[src/rtl/munoc_tgen_pkg.sv]
// munoc_tgen_pkg: shared state encoding, LFSR taps and payload-mode constants for the traffic generator
package munoc_tgen_pkg;
    typedef enum logic [1:0] {IDLE, SEND, GAP, FIN} state_t;
    localparam int unsigned LFSR_TAP_A = 32;
    localparam int unsigned LFSR_TAP_B = 22;
    localparam int unsigned LFSR_TAP_C = 2;
    localparam int unsigned LFSR_TAP_D = 1;
    localparam logic PAT_INC = 1'b0;
    localparam logic PAT_LFSR = 1'b1;
    function automatic logic [31:0] lfsr_next(input logic [31:0] s);
        return {s[30:0], s[LFSR_TAP_A-1] ^ s[LFSR_TAP_B-1] ^ s[LFSR_TAP_C-1] ^ s[LFSR_TAP_D-1]};
    endfunction
endpackage

[src/rtl/munoc_traffic_generator_if.sv]
// munoc_traffic_generator_if: one MUNOC valid/ready channel
interface munoc_traffic_generator_if #(
    parameter int unsigned BW_DATA = 32
);
    logic tx_valid;
    logic tx_ready;
    logic tx_last;
    logic [BW_DATA-1:0] tx_data;
    modport master (output tx_valid, tx_data, tx_last, input tx_ready);
    modport slave (input tx_valid, tx_data, tx_last, output tx_ready);
endinterface

[src/rtl/munoc_lfsr32.sv]
// munoc_lfsr32: 32-bit Fibonacci LFSR with synchronous load and advance enables
module munoc_lfsr32
    import munoc_tgen_pkg::*;
#(
    parameter logic [31:0] SEED = 32'hACE1_0001
) (
    input  logic        clk,
    input  logic        rstp,
    input  logic        load,
    input  logic        adv,
    output logic [31:0] q
);
    logic [31:0] lfsr_q, lfsr_d;

    always_comb lfsr_d = load ? SEED : adv ? lfsr_next(lfsr_q) : lfsr_q;

    always_ff @(posedge clk or posedge rstp) begin
        if (rstp) lfsr_q <= SEED;
        else lfsr_q <= lfsr_d;
    end

    assign q = lfsr_q;
endmodule

[src/rtl/munoc_traffic_generator.sv]
// munoc_traffic_generator: programmable valid/ready beat initiator with incrementing/LFSR payload and counters
module munoc_traffic_generator
    import munoc_tgen_pkg::*;
#(
    parameter int unsigned BW_DATA   = 32,
    parameter int unsigned BW_COUNT  = 16,
    parameter int unsigned BW_PERIOD = 8,
    parameter logic [31:0] LFSR_SEED = 32'hACE1_0001
) (
    input  logic                 clk,
    input  logic                 rstp,
    input  logic                 start,
    input  logic                 stop,
    input  logic [BW_COUNT-1:0]  cfg_num_beats,
    input  logic [BW_PERIOD-1:0] cfg_period,
    input  logic                 cfg_pattern,
    munoc_traffic_generator_if.master tx,
    output logic                 busy,
    output logic                 done,
    output logic [BW_COUNT-1:0]  sent_count,
    output logic [BW_COUNT-1:0]  stall_cycles
);
    state_t state_q, state_d;
    logic [BW_COUNT-1:0] num_q, sent_q, stall_q;
    logic [BW_PERIOD-1:0] per_q, gap_q, gap_d, eff_p;
    logic [BW_DATA-1:0] inc_q;
    logic [31:0] lfsr_q;
    logic pat_q, load, hs, last_beat;

    assign load = state_q == IDLE && start;
    assign hs = tx.tx_valid && tx.tx_ready;
    assign last_beat = sent_q == num_q - BW_COUNT'(1);
    assign eff_p = (per_q == '0) ? BW_PERIOD'(1) : per_q;

    munoc_lfsr32 #(.SEED(LFSR_SEED)) u_lfsr (
        .clk  (clk),
        .rstp (rstp),
        .load (load),
        .adv  (hs && pat_q == PAT_LFSR),
        .q    (lfsr_q)
    );

    always_ff @(posedge clk or posedge rstp) begin
        if (rstp) state_q <= IDLE;
        else state_q <= state_d;
    end

    always_comb begin
        state_d = state_q;
        gap_d = gap_q;
        case (state_q)
            IDLE: state_d = !start ? IDLE : (cfg_num_beats == '0) ? FIN : SEND;
            SEND: if (hs) begin
                state_d = (last_beat || stop) ? FIN : (eff_p == BW_PERIOD'(1)) ? SEND : GAP;
                gap_d = eff_p - BW_PERIOD'(1);
            end
            GAP: begin
                state_d = stop ? FIN : (gap_q == BW_PERIOD'(1)) ? SEND : GAP;
                gap_d = gap_q - BW_PERIOD'(1);
            end
            FIN: state_d = IDLE;
            default: state_d = IDLE;
        endcase
    end

    always_comb begin
        tx.tx_valid = state_q == SEND;
        tx.tx_last = state_q == SEND && last_beat;
        tx.tx_data = (pat_q == PAT_INC) ? inc_q : BW_DATA'(lfsr_q);
        busy = state_q != IDLE;
        done = state_q == FIN;
        sent_count = sent_q;
        stall_cycles = stall_q;
    end

    // Counters hold their final values in IDLE until the next accepted start
    always_ff @(posedge clk or posedge rstp) begin
        if (rstp) begin
            num_q <= '0;
            per_q <= '0;
            pat_q <= PAT_INC;
            gap_q <= '0;
            sent_q <= '0;
            stall_q <= '0;
            inc_q <= '0;
        end else begin
            gap_q <= gap_d;
            if (load) begin
                num_q <= cfg_num_beats;
                per_q <= cfg_period;
                pat_q <= cfg_pattern;
                sent_q <= '0;
                stall_q <= '0;
                inc_q <= '0;
            end else begin
                if (hs) begin
                    sent_q <= sent_q + BW_COUNT'(1);
                    inc_q <= inc_q + BW_DATA'(1);
                end
                if (tx.tx_valid && !tx.tx_ready && stall_q != '1) stall_q <= stall_q + BW_COUNT'(1);
            end
        end
    end
endmodule

[src/flat_wrapper.sv]
// flat-port wrapper written by rule: the top's interface ports become plain ports
module munoc_traffic_generator_flat import munoc_tgen_pkg::*;
#(
    parameter int unsigned BW_DATA   = 32,
    parameter int unsigned BW_COUNT  = 16,
    parameter int unsigned BW_PERIOD = 8,
    parameter logic [31:0] LFSR_SEED = 32'hACE1_0001
)
  (clk, rstp, start, stop, cfg_num_beats, cfg_period, cfg_pattern, busy, done, sent_count, stall_cycles, tx_tx_valid, tx_tx_data, tx_tx_last, tx_tx_ready);
  munoc_traffic_generator_if #(.BW_DATA(BW_DATA)) tx_i ();
  input  logic clk;
  input  logic rstp;
  input  logic start;
  input  logic stop;
  input  logic [BW_COUNT-1:0] cfg_num_beats;
  input  logic [BW_PERIOD-1:0] cfg_period;
  input  logic cfg_pattern;
  output logic busy;
  output logic done;
  output logic [BW_COUNT-1:0] sent_count;
  output logic [BW_COUNT-1:0] stall_cycles;
  output wire logic [$bits(tx_i.tx_valid)-1:0] tx_tx_valid;
  output wire logic [$bits(tx_i.tx_data)-1:0] tx_tx_data;
  output wire logic [$bits(tx_i.tx_last)-1:0] tx_tx_last;
  input wire logic [$bits(tx_i.tx_ready)-1:0] tx_tx_ready;
  assign tx_tx_valid = tx_i.tx_valid;
  assign tx_tx_data = tx_i.tx_data;
  assign tx_tx_last = tx_i.tx_last;
  assign tx_i.tx_ready = tx_tx_ready;
  munoc_traffic_generator #(.BW_DATA(BW_DATA), .BW_COUNT(BW_COUNT), .BW_PERIOD(BW_PERIOD), .LFSR_SEED(LFSR_SEED)) u_core (.clk(clk), .rstp(rstp), .start(start), .stop(stop), .cfg_num_beats(cfg_num_beats), .cfg_period(cfg_period), .cfg_pattern(cfg_pattern), .tx(tx_i), .busy(busy), .done(done), .sent_count(sent_count), .stall_cycles(stall_cycles));
endmodule
[config.mk]
export PLATFORM = sky130hd
export DESIGN_NAME = munoc_traffic_generator_flat
export DESIGN_NICKNAME = d
export VERILOG_FILES = /design/src/rtl/munoc_tgen_pkg.sv /design/src/rtl/munoc_traffic_generator_if.sv /design/src/rtl/munoc_lfsr32.sv /design/src/rtl/munoc_traffic_generator.sv /design/src/flat_wrapper.sv
export SDC_FILE = /design/constraint.sdc
export NUM_CORES = 1
export LEC_CHECK = 0
export BUFFER_PORTS_ARGS = -buffer_cell sky130_fd_sc_hd__buf_4
export CORE_MARGIN = 2
export CORE_UTILIZATION = 60
export CTS_CLUSTER_DIAMETER = 30
export DETAILED_ROUTE_END_ITERATION = 6
export MAX_ROUTING_LAYER = met4
export PLACE_DENSITY = 0.93
export SYNTH_ARGS = -nofsm -noshare
export SYNTH_HDL_FRONTEND = slang
export SYNTH_SLANG_ARGS = --single-unit
[constraint.sdc]
create_clock -name clk -period 11.7 [get_ports clk]
set_input_delay 1.17 -clock clk [delete_from_list [all_inputs] [get_ports clk]]
set_output_delay 1.17 -clock clk [all_outputs]
set_load 0.1 [all_outputs]
======== Word-level counts from Yosys, hierarchy flattened ========
Cells that the tools add are included.
word-level totals
  flip-flop bits (word level) ............. 131
  output and inout port bits .............. 68
  logic and storage cells ................. 63
  bits of input ports ..................... 30
operators by class
  equality and inequality tests ........... 8
  bitwise operators ....................... 3
  mux-type cells .......................... 20
  reduce and logical (&&, ||, !) cells .... 17
  add/subtract/negate cells ............... 6
operators with widths
  cell                                                number
  2-to-1 mux 32 bit                                   5
  2-to-1 mux 16 bit                                   4
  adder 16 x 1 -> 16 bit, second input constant       2
  adder 32 x 1 -> 32 bit, second input constant       1
  == test 16 bit                                      1
  == test 8 x 1 -> 1 bit, second input constant       2
  zero test 16 bit                                    1
  2-to-1 mux 8 bit                                    2
  != test 16 bit, second input constant               1
  one-hot mux 8 bit (2 select lines)                  1
  subtractor 16 x 1 -> 16 bit, second input constant  1
  subtractor 8 x 1 -> 8 bit, second input constant    2
  2-to-1 mux 2 bit                                    7
  nonzero test 2 bit                                  5
  zero test 8 bit                                     1
  one-hot mux 2 bit (4 select lines)                  1
  logical AND 1 bit                                   6
  == test 2 bit, second input constant                2
  bitwise XOR 1 bit                                   3
  == test 2 x 1 -> 1 bit, second input constant       1
  zero test 2 bit                                     1
  != test 2 bit, second input constant                1
  AND reduction 2 bit                                 1
  zero test 1 bit                                     1
  logical OR 1 bit                                    1

======== Logic depth before layout (Yosys ltp) ========
Gate-level depths: netlist (run 1).
  depth in word-level cells ............... 7
  depth in mapped cells ................... 9
  mapped depth without buffers ............ 9

======== By module ========
From an unflattened synthesis (run 1), not the netlist that was laid out.
second synthesis, totals
  cell total of the unflattened synthesis .. 703
  area total of the unflattened synthesis .. 7,046.8 um2
by module, submodules not included
  module                   area an instance (um2)  instances  cells each  sequential area each (um2)
  munoc_traffic_generator  5,713.0                 1          596         2,477.4
  munoc_lfsr32             1,333.8                 1          107         812.0

======== Worst setup path before layout (run 1) ========
No wires, ideal clock.
  path type ............................... register to output
  start point ............................. reg u_core.sent_q[15] (netlist: u_core.sent_count[15])
  end point ............................... out tx_tx_last
  data arrival time ....................... 3.607 ns
  data required time ...................... 10.530 ns
  stages on the path, launching flop included .. 8
  path slack .............................. 6.923 ns
  cells stage by stage .................... dfrtp_1 xnor2_1 xnor2_1 a31oi_1 o32ai_2 o21ai_1 or4_4 nor2_1
on the way
  longest elaborated chain between the ends .. 2
ends and longest elaborated chain
  element                 RTL line                       RTL
  start, declared         munoc_traffic_generator.sv:24  logic [BW_COUNT-1:0] num_q, sent_q, stall_q;
  start signal, assigned  munoc_traffic_generator.sv:97  sent_q <= sent_q + BW_COUNT'(1);
  == test 16 bit          munoc_traffic_generator.sv:32  assign last_beat = sent_q == num_q - BW_COUNT'(1);
  logical AND 1 bit       munoc_traffic_generator.sv:68  tx.tx_last = state_q == SEND && last_beat;
  end, declared           flat_wrapper.sv:24             output wire logic [$bits(tx_i.tx_last)-1:0] tx_tx_last;
Every way passes these cells.

======== Final worst setup path (run 1) ========
  start point ............................. reg u_core.num_q[0]
  end point ............................... out tx_tx_last
on the way
  longest elaborated chain between the ends .. 3
ends and longest elaborated chain
  element                      RTL line                       RTL
  start, declared              munoc_traffic_generator.sv:24
  start signal, assigned       munoc_traffic_generator.sv:89  num_q <= cfg_num_beats;
  subtractor 16 x 1 -> 16 bit  munoc_traffic_generator.sv:32
  == test 16 bit               munoc_traffic_generator.sv:32
  logical AND 1 bit            munoc_traffic_generator.sv:68
Every way passes these cells.

==> results.py, run 1 <==
metrics = {
    "worst_setup_path": {
        "timing.rr.end": "u_core.inc_q[28]",
        "rr_worst_depth": 7,
        "cpPeakStageDelay_ns": 0.59,
        "cp-startpoint": "u_core.num_q[0]",
        "path_cells": "inv_1, ha_1, nor3b_4, nand4_1, or3_1, a32oi_1, o21ai_1, or4_4, nor2_1, buf_4",
        "reg2reg_from": "u_core.state_q[1]",
        "startpoint_type": "register",
        "crit_path_end": "tx_tx_last",
        "critPathKind": "reg2out",
        "crit_path_end_kind": "primary output",
        "rrSetupSlack_ns": 8.91,
        "cp_data_required_time_ns": 10.53,
        "crit_slowest_cell": "or4_4",
        "worstPathMaxFanout": 8,
        "cp.arrival_ns": 3.34,
    },
    "detailed_routing": {
        "num_vias": 6006,
        "drc": 0,
        "ant_nets": 0,
        "avgViaCountPerCell": 5.89,
        "drt_iter0_drc": 507,
        "detail_route.wl_per_cell_um": 16.8,
        "wl_mm": 17.2,
        "first_pass_iters": 5,
    },
    "global_route": {
        "grt_overflow": 0,
        "grt_pass1_wl_mm": 28.4,
        "first_global_vias": 5903,
        "grt_max_degree": 98,
        "grt_usage_pct": 28.7,
        "grt_antenna_before_repair": 0,
    },
    "logic_synthesis": {
        "synth_cell_types": 53,
        "synth-compound-area-share_pct": 6.62,
        "synth-simple-area-share_pct": 26.6,
        "ys.warnings.count": 0,
        "ys_seq_area_share_pct": 46.8,
        "synth_flop_cell": "dfrtp_1",
        "syn_nets": 817,
        "syn_area_sq_um": 7030,
        "syn_area_per_cell_sq_um": 9.02,
        "synthAdderAreaFrac_pct": 1.42,
        "synthArstFlopShare_pct": 100,
        "synthMuxAreaShare_pct": 5.11,
        "synth_top_family_by_area": "simple AND/OR/NAND/NOR gates",
        "synth_edf_count": 0,
        "ys_ff_latch": 131,
        "synth_xor_area_share_pct": 10.5,
        "netlist_instances": 779,
    },
    "timing": {
        "slew_violations": 0,
        "holdWs_ns": 0.493,
        "setup_viol": 0,
        "relSlewSlack_pct": 18.8,
        "tightestPinTransition_ns": 1.22,
        "clock.fmax_mhz": 222,
        "rsz0062_at_grt": "no",
        "setup_tns_ns": 0,
        "timing.final.ws_setup_ns": 7.19,
        "finalHoldViolations": 0,
        "skew_ns": 0.00752,
        "post-route-min-period_ns": 4.51,
        "period_share_pct": 38.6,
    },
    "pwr": {
        "peakVddDrop_v": 0.000298,
        "seqPwrFrac_pct": 32.5,
        "internal-power_mw": 1.16,
        "p_sw_mw": 0.919,
        "finalPower_mw": 2.08,
        "power.density_nw_per_um2": 247,
        "swShare_pct": 44.2,
        "p_leak_nw": 3.96,
        "p_clk_share_pct": 26.1,
        "comb_power_share_pct": 41.4,
    },
    "clock_tree": {
        "hold_buffers": 0,
        "cts_setup_buffers": 0,
        "cts_tree": "built",
        "cts_buffer_depth": 2,
        "htreeDepth": 4,
        "path_clk_slew_ns": 0.06,
        "insertion_delay_ns": 0.43,
        "cts_root_buf": "clkbuf_16",
        "clock-sinks": 131,
        "cts_made_buffers": 17,
        "cts_resized": 0,
    },
    "placement": {
        "dp_hpwl_mm": 10.8,
        "placed_area_sq_um": 7820,
        "port_buffers": 97,
        "post-place-ws_ns": 7.65,
        "place_congestion": 0.887,
    },
    "die": {
        "die_x_um": 112,
        "die_area_sq_um": 12600,
        "start_util_pct": 61.5,
        "row_count": 39,
        "coreArea_sq_um": 11400,
        "die_h_um": 112,
        "num_io_pins": 98,
    },
    "layout": {
        "multiInputGateArea_sq_um": 3530,
        "fin_area_sq_um": 8420,
        "area_delta_synth_final_pct": 19.9,
        "fin_nets": 901,
        "drive_above_1_share_pct": 21.5,
        "fill_cells": 857,
        "seq_area_sq_um": 3290,
        "diodes": 0,
    },
    "hold_path": {
        "worstHoldPathType": "reg2reg",
    },
    "job": {
        "cap_violations": 0,
    },
    "outcome": {
        "status": "completed",
    },
}
[cell usage after synthesis (9+ instances only)]
cell	count	area share, %
a21oi_1	17	1.2
clkbuf_1	27	1.4
dfrtp_1	122	43
dfstp_2	9	3.4
inv_1	14	0.75
mux2_2	31	5.0
nand2_1	168	9.0
nand3_1	53	3.8
nand4_1	17	1.5
nor2_1	81	4.3
nor3_1	13	0.93
o21ai_0	27	1.9
or3_1	14	1.2
xnor2_1	38	4.7
xor2_1	46	5.7
[flip-flops by register name, indices dropped and copies added, names as in the netlist]
name                 flops
u_core.per_q             8
u_core.u_lfsr.q         32
u_core.sent_count       16
u_core.stall_cycles     16
u_core.pat_q             1
u_core.inc_q            32
u_core.state_q           2
u_core.num_q            16
u_core.gap_q             8
[per-layer routing]
layer  GRT usage [%]  share of wire (%)
met5               -                  0
met4            9.11                1.7
met3            5.56                5.9
met2            46.2                 50
met1            37.2                 43
[power groups by stage]
stage	Clock, mW	Combinational [mW]	Sequential [mW]
5_1_grt	0.568	0.923	0.692
3_3_place_gp	0	0.830	0.671
6_report	0.542	0.860	0.676
3_5_place_dp	0	0.849	0.677
4_1_cts	0.546	0.859	0.672
2_1_floorplan	0	0.658	0.694
[placed cells by master (no fill, tap or decap), types with 3 or more instances in the layout]
| cell | synthesis | routed |
|---|---|---|
| clkbuf_16 | 0 | 17 |
| nand4_1 | 17 | 17 |
| dfrtp_1 | 122 | 122 |
| nor2b_1 | 3 | 3 |
| nand3_1 | 53 | 53 |
| or3_1 | 14 | 14 |
| or4_1 | 6 | 6 |
| nor3_1 | 13 | 13 |
| a21oi_1 | 17 | 17 |
| ha_1 | 8 | 8 |
| nor2_1 | 81 | 81 |
| and2_1 | 6 | 5 |
| nor4_1 | 8 | 8 |
| a31oi_1 | 6 | 6 |
| and4_1 | 8 | 8 |
| dfstp_2 | 9 | 9 |
| xor2_1 | 46 | 46 |
| buf_4 | 0 | 102 |
| xnor2_1 | 38 | 38 |
| nand2_1 | 168 | 168 |
| bufinv_16 | 0 | 3 |
| and3_1 | 6 | 6 |
| inv_1 | 14 | 13 |
| or4_4 | 3 | 3 |
| o211ai_1 | 3 | 3 |
| o21ai_0 | 27 | 27 |
| clkinvlp_4 | 0 | 4 |
| or2_2 | 4 | 4 |
| mux2_2 | 31 | 31 |
[worst max-delay path, delay by kind of cell (launching register included)]
family                     cells  cell delay (ns)
AOI/OAI and AO/OA              2             0.28
adders and majority gates      1             0.26
buffers and inverters          2             0.39
DFF                            1             0.43
and+or+nand+nor                5             1.55
[logic make-up (layout without fill, tap and decap cells)]
kind of cell / Yosys count / count (layout)
multiplexers: 32 / 32
buffers and inverters: 51 / 148
XOR/XNOR: 84 / 84
adder cells (fa/ha/maj): 8 / 8
AO/OA/AOI/OAI: 74 / 74
AND/OR/NAND/NOR: 399 / 399
flip-flops: 131 / 131
[worst min path at each step]
stage / start / endpoint / slack, ns / depth (start not counted)
final: u_core.u_lfsr.q[24] / u_core.u_lfsr.q[25] / 0.49 / 2
after detailed placement: u_core.u_lfsr.q[26] / u_core.u_lfsr.q[27] / 0.47 / 2
after CTS: u_core.u_lfsr.q[21] / u_core.u_lfsr.q[22] / 0.49 / 2
after global placement: u_core.u_lfsr.q[26] / u_core.u_lfsr.q[27] / 0.45 / 2
after global routing: u_core.u_lfsr.q[26] / u_core.u_lfsr.q[27] / 0.51 / 2
after floorplan: u_core.u_lfsr.q[26] / u_core.u_lfsr.q[27] / 0.44 / 2
[final cells by class]
cell class	instances	area share, %
tap	143	2.12
inverter	14	0.653
clock buffer	20	5.30
multi-input combinational	597	41.9
clock inverter	12	1.86
timing repair buffer	102	9.09
sequential	131	39.0
[metrics by stage]
step	std cells	util (%)
global placement	987	68.5
finish	1019	73.8
detailed placement	987	68.5
floorplan	779	-
global route	1019	73.8
CTS	1019	73.8
(Power assumes the default switching activity.)
==> run 2: changes to the inputs <==
CORE_UTILIZATION = 52   (was 60)
PLACE_DENSITY = 0.86   (was 0.93)
clock period = 3.87 ns   (was 11.7 ns; I/O delays follow)
==> run 2 against run 1 <==
Net effect: global-route usage down 3.7 points; utilization is 9.4 points lower; critical path depth stayed put; clock skew is essentially flat; largest power group unchanged; critical endpoint unchanged; final area grew 1.2%; first-iteration DRC count up 15%; via count shrank 1.6%; highest routed layer unchanged.
==> results.py, run 2 (same netlist as run 1, synthesis figures left out) <==
metrics = {
    "outcome": {
        "status": "completed",
    },
    "clock_tree": {
        "cts_made_buffers": 17,
        "clock-sinks": 131,
        "cts_buffer_depth": 2,
        "htreeDepth": 4,
        "cts_tree": "built",
        "insertion_delay_ns": 0.42,
        "cts_root_buf": "clkbuf_16",
        "path_clk_slew_ns": 0.06,
        "cts_resized": 0,
    },
    "global_route": {
        "use_met1_pct": 33.0,
        "grt_use_met2_pct": 39.2,
        "grt_overflow": 0,
        "grt_pass1_wl_mm": 28.0,
        "busiest_layer": "met2",
        "grt_antenna_before_repair": 0,
        "grt_usage_pct": 25.0,
        "grtUsageMet3_pct": 5.05,
        "first_global_vias": 5728,
        "grt_max_degree": 69,
    },
    "worst_setup_path": {
        "critPathKind": "reg2out",
        "cp_data_required_time_ns": 3.48,
        "worstPathMaxFanout": 6,
        "cp.arrival_ns": 3.29,
        "crit_path_end_kind": "primary output",
        "startpoint_type": "register",
    },
    "timing": {
        "post-route-min-period_ns": 3.68,
        "holdWs_ns": 0.135,
        "relSlewSlack_pct": 21.1,
        "setup_viol": 0,
        "rsz0062_at_grt": "no",
        "clock.fmax_mhz": 272,
        "period_share_pct": 95.0,
        "finalHoldViolations": 0,
        "setup_tns_ns": 0,
        "skew_ns": 0.00724,
        "timing.final.ws_setup_ns": 0.195,
        "tightestPinTransition_ns": 1.18,
        "slew_violations": 0,
    },
    "pwr": {
        "p_sw_mw": 2.77,
        "peakVddDrop_v": 0.000860,
        "swShare_pct": 43.8,
        "seqPwrFrac_pct": 32.8,
        "internal-power_mw": 3.55,
        "comb_power_share_pct": 40.7,
        "p_leak_nw": 4.00,
        "p_clk_share_pct": 26.5,
        "power.density_nw_per_um2": 741,
        "finalPower_mw": 6.32,
    },
    "die": {
        "die_area_sq_um": 14500,
        "die_h_um": 120,
        "start_util_pct": 53.1,
        "num_io_pins": 98,
        "row_count": 42,
        "coreArea_sq_um": 13200,
        "die_x_um": 120,
    },
    "job": {
        "cap_violations": 0,
    },
    "layout": {
        "fill_cells": 1098,
        "final_common_cell": "nand2_1",
        "drive_above_1_share_pct": 22.1,
        "finalNonFillerCells": 1057,
        "layout_common_cells": "nand2_1 (168), dfrtp_1 (122), buf_4 (107)",
        "finish.utilization_pct": 64.4,
        "area_delta_synth_final_pct": 21.3,
        "diodes": 0,
        "fin_area_sq_um": 8530,
        "fin_nets": 906,
    },
    "placement": {
        "placed_area_sq_um": 7900,
        "place_congestion": 0.893,
        "post-place-ws_ns": 0.584,
        "placed_cells_incl_taps": 1024,
        "port_buffers": 97,
        "dp_hpwl_mm": 11.1,
    },
    "hold_path": {
        "worstHoldPathType": "in2async",
    },
    "detailed_routing": {
        "drt_iter0_drc": 583,
        "first_pass_iters": 6,
        "ant_nets": 0,
        "detail_route.wl_per_cell_um": 15.8,
        "num_vias": 5910,
        "wl_mm": 16.7,
        "drc": 0,
        "avgViaCountPerCell": 5.59,
    },
}
[run 2: worst max-delay path, stage by stage, from the launching register on]
cell and delay (ns):
dfrtp_1 0.43, inv_1 0.10, ha_1 0.26, nor3b_4 0.34, nand4_1 0.12, or3_1 0.33
a32oi_1 0.21, o21ai_1 0.10, or4_4 0.59, nor2_2 0.10, buf_4 0.29
[run 2: path summary, 6_finish.rpt]
kind	from	endpoint	slack, ns	depth (start not counted)
setup / recovery	u_core.num_q[0]	tx_tx_last	0.19	10
hold / removal	rstp	u_core.per_q[3]	0.14	2
setup reg to reg	u_core.num_q[0]	u_core.state_q[0]	1.17	9
hold reg to reg	u_core.u_lfsr.q[26]	u_core.u_lfsr.q[27]	0.48	2
max in group asynchronous	rstp	u_core.u_lfsr.q[16]	2.70	3
min in group clk	cfg_period[5]	u_core.per_q[5]	0.15	3
[run 2: timing repair]
action	CTS	global route
hold buffers	0	0
endpoints found under the setup margin	0	1
buffers inserted	0	1
[run 2: power groups by stage]
stage | Sequential [mW] | Combinational, mW | Clock (mW)
3_5_place_dp | 2.08 | 2.55 | 0
2_1_floorplan | 2.10 | 1.99 | 0
4_1_cts | 2.07 | 2.56 | 1.69
5_1_grt | 2.12 | 2.77 | 1.76
6_report | 2.07 | 2.57 | 1.67
3_3_place_gp | 2.06 | 2.50 | 0
[run 2: final cells by class]
type / count / area [sq um] / area share (%)
Multi-Input combinational cell: 597 / 3530 / 41.5
Sequential cell: 131 / 3290 / 38.6
Timing Repair Buffer: 107 / 803 / 9.42
Clock buffer: 21 / 470 / 5.52
Tap cell: 176 / 220 / 2.58
Clock inverter: 11 / 153 / 1.79
Inverter: 14 / 55.1 / 0.646
[run 2: routing by layer]
layer | routed length [um] | part of all wire (%)
met1 | 7550 | 45
met2 | 8150 | 49
met3 | 768 | 4.6
met4 | 234 | 1.4
met5 | 0 | 0
==> run 3: changes to the inputs <==
CAP_MARGIN = 10   (was unset)
PLACE_DENSITY = unset   (was 0.86)
PLACE_DENSITY_LB_ADDON = 0.25   (was unset)
==> run 3 against run 2 <==
Net effect: sequential power barely moved; global-route usage about the same; sequential share of layout area decreased by 0.19 points; critical endpoint unchanged.
==> results.py, run 3 (same netlist as run 1, synthesis figures left out) <==
metrics = {
    "outcome": {
        "status": "completed",
    },
    "clock_tree": {
        "cts_made_buffers": 17,
        "path_clk_slew_ns": 0.06,
        "htreeDepth": 4,
        "cts_tree": "built",
        "cts_buffer_depth": 2,
        "insertion_delay_ns": 0.42,
        "cts_root_buf": "clkbuf_16",
        "clock-sinks": 131,
    },
    "placement": {
        "dp_hpwl_mm": 11.6,
        "port_buffers": 97,
        "place_congestion": 0.994,
    },
    "worst_setup_path": {
        "rr_worst_depth": 9,
        "cp_data_required_time_ns": 3.48,
        "startpoint_type": "register",
        "worstPathMaxFanout": 6,
        "critPathKind": "reg2out",
        "timing.rr.end": "u_core.state_q[0]",
        "crit_path_end": "tx_tx_last",
        "cp.arrival_ns": 3.27,
        "crit_path_end_kind": "primary output",
        "reg2reg_from": "u_core.num_q[0]",
        "cp-startpoint": "u_core.num_q[0]",
        "rrSetupSlack_ns": 1.14,
    },
    "timing": {
        "tightestPinTransition_ns": 1.19,
        "setup_tns_ns": 0,
        "relSlewSlack_pct": 20.5,
        "setup_viol": 0,
        "period_share_pct": 94.5,
        "holdWs_ns": 0.160,
        "slew_violations": 0,
        "post-route-min-period_ns": 3.66,
        "clock.fmax_mhz": 273,
        "skew_ns": 0.00638,
        "rsz0062_at_grt": "no",
        "finalHoldViolations": 0,
    },
    "detailed_routing": {
        "ant_nets": 0,
        "first_pass_iters": 5,
        "drt_iter0_drc": 492,
        "avgViaCountPerCell": 5.69,
        "wl_mm": 17.0,
        "drc": 0,
        "detail_route.wl_per_cell_um": 16.1,
        "num_vias": 6018,
    },
    "layout": {
        "drive_above_1_share_pct": 22.2,
        "layout_common_cells": "nand2_1 (168), dfrtp_1 (122), buf_4 (105)",
        "diodes": 0,
        "fin_nets": 906,
        "final_common_cell": "nand2_1",
        "area_delta_synth_final_pct": 21.9,
    },
    "die": {
        "coreArea_sq_um": 13200,
        "die_x_um": 120,
        "row_count": 42,
        "num_io_pins": 98,
        "die_area_sq_um": 14500,
        "die_h_um": 120,
        "start_util_pct": 53.1,
    },
    "job": {
        "cap_violations": 0,
    },
    "global_route": {
        "grt_overflow": 0,
        "first_global_vias": 5758,
        "grt_antenna_before_repair": 0,
        "grt_usage_pct": 25.0,
        "grt_max_degree": 76,
        "grt_pass1_wl_mm": 28.1,
    },
    "hold_path": {
        "worstHoldPathType": "in2reg",
    },
    "pwr": {
        "p_leak_nw": 4.02,
        "peakVddDrop_v": 0.000521,
        "power.density_nw_per_um2": 752,
    },
}
[run 3: cell count changes in the layout (fill, tap and decap cells not counted), sizes merged]
cell	delta
bufinv	+2
clkbuf	-3
clkinv	+1
[run 3: stage by stage]
stage	instances	util (%)	setup slack (ns)	total power, mW	cell area, sq um
floorplan	779	-	0.000197	4.09	7030
global placement	1024	59.7	0.698	4.57	7910
detailed placement	1024	59.7	0.544	4.66	7910
CTS	1056	64.6	0.0896	6.44	8560
global route	1057	64.7	0.0540	6.76	8570
finish	1057	64.7	0.211	6.44	8570
[run 3: worst min-delay path by stage]
stage	startpoint	end	slack, ns	cells past startpoint
2_1_floorplan	u_core.u_lfsr.q[26]	u_core.u_lfsr.q[27]	0.44	2
3_3_place_gp	u_core.u_lfsr.q[26]	u_core.u_lfsr.q[27]	0.45	2
3_5_place_dp	u_core.u_lfsr.q[26]	u_core.u_lfsr.q[27]	0.46	2
4_1_cts	cfg_period[7]	u_core.per_q[7]	0.14	3
5_1_grt	cfg_period[7]	u_core.per_q[7]	0.16	3
6_report	cfg_period[7]	u_core.per_q[7]	0.16	3
[run 3: routing by layer]
metal,part of all wire [%],track usage (%),wire (um)
met2,48,38.9,8090
met5,0,-,0
met1,44,32.6,7450
met3,6.8,5.99,1150
met4,1.8,8.36,313
[run 3: worst max-delay path, stage by stage (launching register included)]
cell	delay (ns)
dfrtp_1	0.43
inv_1	0.10
ha_1	0.26
nor3b_4	0.35
nand4_1	0.16
or3_1	0.33
a32oi_1	0.18
o21ai_1	0.10
or4_4	0.60
nor2_2	0.12
buf_6	0.23
[run 3: where the power goes]
| part | total (mW) | internal, mW | switching, mW |
|---|---|---|---|
| clock network | 1.76 | 1.16 | 0.608 |
| logic | 2.59 | 0.808 | 1.79 |
| registers | 2.08 | 1.68 | 0.398 |
| total | 6.44 | 3.65 | 2.79 |
[run 3: cell type report]
class / count / area [sq um]
clock buffer: 18 / 439
sequential: 131 / 3290
inverter: 14 / 55.1
clock inverter: 14 / 210
multi-input combinational: 597 / 3530
tap: 176 / 220
timing repair buffer: 107 / 820
fill: 1090 / 4680
[run 3: what timing repair did]
action,CTS,global route
gates resized for setup,0,1
hold buffers,0,0
buffers inserted,0,1
setup endpoints to repair,0,1
